`src/rtl/pim_act_pingpong_buffer.sv`:
```
// Double-buffered activation buffer: assembles loader words into vectors
// in one bank while the PIM macro consumes the completed vector in the other.
module pim_act_pingpong_buffer #(
  parameter int unsigned DATA_W    = 32,
  parameter int unsigned NUM_WORDS = 9,
  parameter int unsigned CNT_W     = $clog2(NUM_WORDS + 1)
) (
  input  logic                        i_clk,
  input  logic                        i_rst,
  input  logic                        i_clear,
  input  logic                        i_wr_valid,
  input  logic [DATA_W-1:0]           i_wr_data,
  input  logic                        i_wr_last,
  output logic                        o_wr_ready,
  output logic                        o_act_valid,
  output logic [DATA_W*NUM_WORDS-1:0] o_act_data,
  input  logic                        i_act_ready,
  output logic [CNT_W-1:0]            o_fill_count,
  output logic [1:0]                  o_full_banks
);

  localparam int unsigned VEC_W = DATA_W * NUM_WORDS;

  logic [VEC_W-1:0] bank [2];
  logic [1:0]       full;
  logic             wr_sel;
  logic             rd_sel;
  logic [CNT_W-1:0] wr_idx;

  logic wr_fire;
  logic wr_done;
  logic rd_fire;

  // Handshake decode; depends only on registered state plus the request inputs
  always_comb begin
    wr_fire = i_wr_valid & ~full[wr_sel];
    wr_done = wr_fire & ((wr_idx == CNT_W'(NUM_WORDS - 1)) | i_wr_last);
    rd_fire = full[rd_sel] & i_act_ready;
  end

  // Output view of the registered state
  always_comb begin
    o_wr_ready   = ~full[wr_sel];
    o_act_valid  = full[rd_sel];
    o_act_data   = full[rd_sel] ? bank[rd_sel] : '0;
    o_fill_count = wr_idx;
    o_full_banks = 2'({1'b0, full[0]} + {1'b0, full[1]});
  end

  // Bank storage: released banks are zeroed so short vectors read zero-padded
  always_ff @(posedge i_clk) begin
    if (i_rst || i_clear) begin
      bank[0] <= '0;
      bank[1] <= '0;
    end else begin
      for (int b = 0; b < 2; b++) begin
        if (rd_fire && (rd_sel == 1'(b))) begin
          bank[b] <= '0;
        end else if (wr_fire && (wr_sel == 1'(b))) begin
          for (int k = 0; k < NUM_WORDS; k++) begin
            if (wr_idx == CNT_W'(k)) begin
              bank[b][DATA_W*(NUM_WORDS-1-k) +: DATA_W] <= i_wr_data;
            end
          end
        end
      end
    end
  end

  // Full flags and bank pointers; a completing write and a release of the
  // other bank in the same cycle both take effect
  always_ff @(posedge i_clk) begin
    if (i_rst || i_clear) begin
      full   <= '0;
      wr_sel <= 1'b0;
      rd_sel <= 1'b0;
      wr_idx <= '0;
    end else begin
      for (int b = 0; b < 2; b++) begin
        if (rd_fire && (rd_sel == 1'(b))) begin
          full[b] <= 1'b0;
        end else if (wr_done && (wr_sel == 1'(b))) begin
          full[b] <= 1'b1;
        end
      end
      if (rd_fire) begin
        rd_sel <= ~rd_sel;
      end
      if (wr_done) begin
        wr_sel <= ~wr_sel;
        wr_idx <= '0;
      end else if (wr_fire) begin
        wr_idx <= wr_idx + CNT_W'(1);
      end
    end
  end

endmodule

```
`config.mk`:
```
export PLATFORM = sky130hd
export DESIGN_NAME = pim_act_pingpong_buffer
export DESIGN_NICKNAME = d
export VERILOG_FILES = /design/src/rtl/pim_act_pingpong_buffer.sv
export SDC_FILE = /design/constraint.sdc
export NUM_CORES = 1
export LEC_CHECK = 0
export CAP_MARGIN = 40
export CORE_UTILIZATION = 60
export CTS_BUF_LIST = sky130_fd_sc_hd__clkbuf_16
export DETAILED_ROUTE_END_ITERATION = 8
export GPL_TIMING_DRIVEN = 1
export PLACE_DENSITY = 0.85
export SETUP_SLACK_MARGIN = 0.4
export SLEW_MARGIN = 20
export SYNTH_ARGS = -nofsm -noshare
export SYNTH_HDL_FRONTEND = slang
export SYNTH_SLANG_ARGS = --single-unit
```
`constraint.sdc`:
```
create_clock -name i_clk -period 10.73 [get_ports i_clk]
set_clock_uncertainty 0.15 [all_clocks]
set_input_delay 2.146 -clock i_clk [delete_from_list [all_inputs] [get_ports i_clk]]
set_output_delay 2.146 -clock i_clk [all_outputs]
set_load 0.005 [all_outputs]
```
==> flow_summary.yaml <==
setup_path:
  worst_r2r_path_depth: 8
  regToRegSetupSlack_ps: 6940
  crit_fanout: 44
  critPathMostFrequentCell: "buf_4"
  r2r-start: "rd_sel$_SDFFE_PN0N_"
  slowest_delay_ps: 750
  crit_required_ps: 8430
  reg2reg_to: "bank[1][100]$_SDFFCE_PN0P_"
  slowest_stage: "dfxtp_4"
  critical_path_class: "reg -> out"
  path_cells: "buf_4, buf_12, buf_4, buf_16, mux2i_1, nor2_1, clkdlybuf4s50_1"
  end_kind: "primary output"
  crit_path_start_kind: "register"
  crit_end: "o_act_data[58]"
  arrival_ps: 3810
routing:
  wl_mm: 64.40
  routed_via_density: 5.616
  drt_iter0_drc: 1443
  drc: 0
  wl_per_cell_um: 22.32
  firstDrtPassIters: 5
  ant_nets: 0
  vias: 16200
final_layout:
  seq_area_um2: 17480
  multiInputGateArea_um2: 8288
  drive_gt1_frac: 0.06000
  insertedDiodeCount: 0
  syn_to_final_growth_pct: 20.61
  nFillCells: 2683
  fin_nets: 2305
synthesis:
  synth_seq_cells: 585
  synth_cells: 1986
  ys_warn_count: 0
  ys.flop_type: "edfxtp_1"
  avgSynthCellArea_um2: 13.43
  ys_async_sr_fraction: 0
  netlist_area_um2: 26680
  synth_edf_count: 576
  syn_nets: 2031
  synthDistinctLibCells: 42
  seq_area_frac_synth: 0.6552
pwr:
  power_density_nw_per_um2: 148.6
  ir_drop_mv: 0.1179
  power_uw: 4781
  p_leak_uw: 0.01148
global_route:
  grt_pass1_vias: 16160
  grt_pass1_wl_mm: 96.28
  grt_overflow: 0
  antenna_found_initial: 0
  grt_usage: 0.2865
  grt_max_degree: 155
timing:
  setup_viol: 0
  fin_crit_sh: 0.5695
  max_freq_mhz: 163.7
  tightest_slew_ps: 1239
  max_slew_margin: 0.1739
  finalMaxSlewViolations: 0
  timing_hold_violations_final: 0
  rsz0062_at_grt: "no"
  finalCriticalPeriod_ps: 6110
  finalSetupTns_ps: 0
clock_tree:
  clock_sinks: 585
  ctsHtreeMaxLevel: 2
  clk_pin_slew_ps: 60
  ctsHoldBuffers: 0
  ctsResizeCount: 0
  tritoncts: "done"
  clock-root-buffer: "clkbuf_16"
  cts_buffers: 57
  clkLatencyLatePin_ps: 600
  cts_setup_buffers: 0
  clock_path_buffers: 3
die:
  coreArea_um2: 43460
  start_util: 0.6138
  die_width_um: 212.9
  design.die.area_um2: 45310
  die_y_um: 212.9
  io_pins: 334
  rows: 76
placed_design:
  io_buffer_count: 333
  dp_hpwl_mm: 41.27
  gp_congestion: 0.8596
run_status:
  status: "completed"
min_path:
  hold_path.class: "reg -> reg"
flow_run:
  cap_violations: 0
## synthesized netlist by cell type (2+ instances only)
cell type | instances | area (µm²)
clkbuf_1 | 44 | 165.2
ha_1 | 7 | 87.58
and3_2 | 2 | 15.01
and4_4 | 8 | 90.09
edfxtp_1 | 576 | 17300
o21a_1 | 2 | 15.01
o211ai_1 | 3 | 22.52
a32o_1 | 2 | 20.02
and2_1 | 576 | 3603
buf_6 | 32 | 360.4
clkbuf_2 | 24 | 120.1
a21boi_0 | 2 | 15.01
buf_2 | 53 | 265.3
and4_1 | 8 | 70.07
a21oi_1 | 3 | 15.01
o21ai_0 | 2 | 10.01
nor2b_1 | 3 | 18.77
nand4_1 | 2 | 12.51
buf_1 | 2 | 7.510
dfxtp_1 | 9 | 180.2
inv_1 | 8 | 30.03
nand2b_1 | 18 | 112.6
nor2_1 | 294 | 1104
mux2i_1 | 288 | 2883
## state kept, by name, summed over array words and instances (netlist names), named ones only
signal	flops
bank	576
rd_sel	1
wr_sel	1
o_fill_count	4
full	2
## cells by family after synthesis
kind of cell / count (synthesis) / share of synthesized area
and+or+nand+nor: 924 / 0.1925
muxes: 289 / 0.1085
adders and majority gates: 7 / 0.003283
DFF: 585 / 0.6552
buffers and inverters: 163 / 0.03555
AOI/OAI and AO/OA: 18 / 0.005018
## worst min path at each step
stage	cells past startpoint	start	slack, ps	endpoint
detailed placement	1	rd_sel$_SDFFE_PN0N_	390	rd_sel$_SDFFE_PN0N_
global route	1	rd_sel$_SDFFE_PN0N_	450	rd_sel$_SDFFE_PN0N_
global placement	1	rd_sel$_SDFFE_PN0N_	380	rd_sel$_SDFFE_PN0N_
floorplan	1	rd_sel$_SDFFE_PN0N_	350	rd_sel$_SDFFE_PN0N_
CTS	1	rd_sel$_SDFFE_PN0N_	400	rd_sel$_SDFFE_PN0N_
finish	1	rd_sel$_SDFFE_PN0N_	410	rd_sel$_SDFFE_PN0N_
## placed cells by master, fill, tap and decap left out, types with 2 or more instances in the layout
| master | Yosys | layout |
|---|---|---|
| clkinv_1 | 0 | 9 |
| a21oi_1 | 3 | 3 |
| o21ai_0 | 2 | 2 |
| nand4_1 | 2 | 2 |
| clkdlybuf4s50_1 | 0 | 333 |
| nand2b_1 | 18 | 8 |
| buf_8 | 0 | 7 |
| and3_2 | 2 | 2 |
| mux2i_1 | 288 | 288 |
| buf_4 | 0 | 14 |
| ha_1 | 7 | 7 |
| and4_1 | 8 | 7 |
| o21a_1 | 2 | 2 |
| buf_12 | 0 | 11 |
| bufinv_16 | 0 | 6 |
| nand2b_2 | 0 | 10 |
| inv_1 | 8 | 25 |
| buf_16 | 0 | 4 |
| and2_1 | 576 | 576 |
| dfxtp_1 | 9 | 8 |
| and4_4 | 8 | 8 |
| nor2_1 | 294 | 294 |
| clkbuf_16 | 0 | 57 |
| nor2b_1 | 3 | 3 |
| a32o_1 | 2 | 2 |
| o211ai_1 | 3 | 3 |
| clkinv_2 | 0 | 9 |
| edfxtp_1 | 576 | 576 |
## area by class of cell
class | instances | area share
Tap cell | 585 | 0.02275
Inverter | 8 | 0.0009334
Sequential cell | 585 | 0.5433
Clock buffer | 57 | 0.04434
Timing Repair Buffer | 370 | 0.1208
Multi-Input combinational cell | 1238 | 0.2576
Clock inverter | 42 | 0.01027
## layer usage
metal  GRT usage  wire length (µm)
met1      0.3767             25130
met2      0.4716             32100
met3     0.04912              4593
met4      0.1233              2574
met5           0                 0
## per-stage QoR
| step | std cells | util | hold WS [ps] | area [µm²] | setup slack (ps) |
|---|---|---|---|---|---|
| final | 2885 | 0.7403 | 412.0 | 32170 | 4620 |
| after global routing | 2885 | 0.7403 | 449.1 | 32170 | 4406 |
| after CTS | 2877 | 0.7369 | 400.6 | 32020 | 4389 |
| after detailed placement | 2778 | 0.6965 | 391.9 | 30270 | 5057 |
| after global placement | 2763 | 0.6899 | 378.7 | 29980 | 4931 |
| after floorplan | 1986 | - | 348.8 | 26680 | 6222 |
## worst max-delay path: cells and delay by family, from the launching register on
kind	cells	cell delay [ps]
muxes	1	430
and+or+nand+nor	1	80
buffers and inverters	5	1870
DFF	1	750
## where the power goes
group | total, µW | internal (µW) | switching (µW)
combinational | 238 | 78.6 | 159
clock | 1910 | 1100 | 816
sequential | 2630 | 2600 | 28.5
Power figures use the tool's default switching activity.
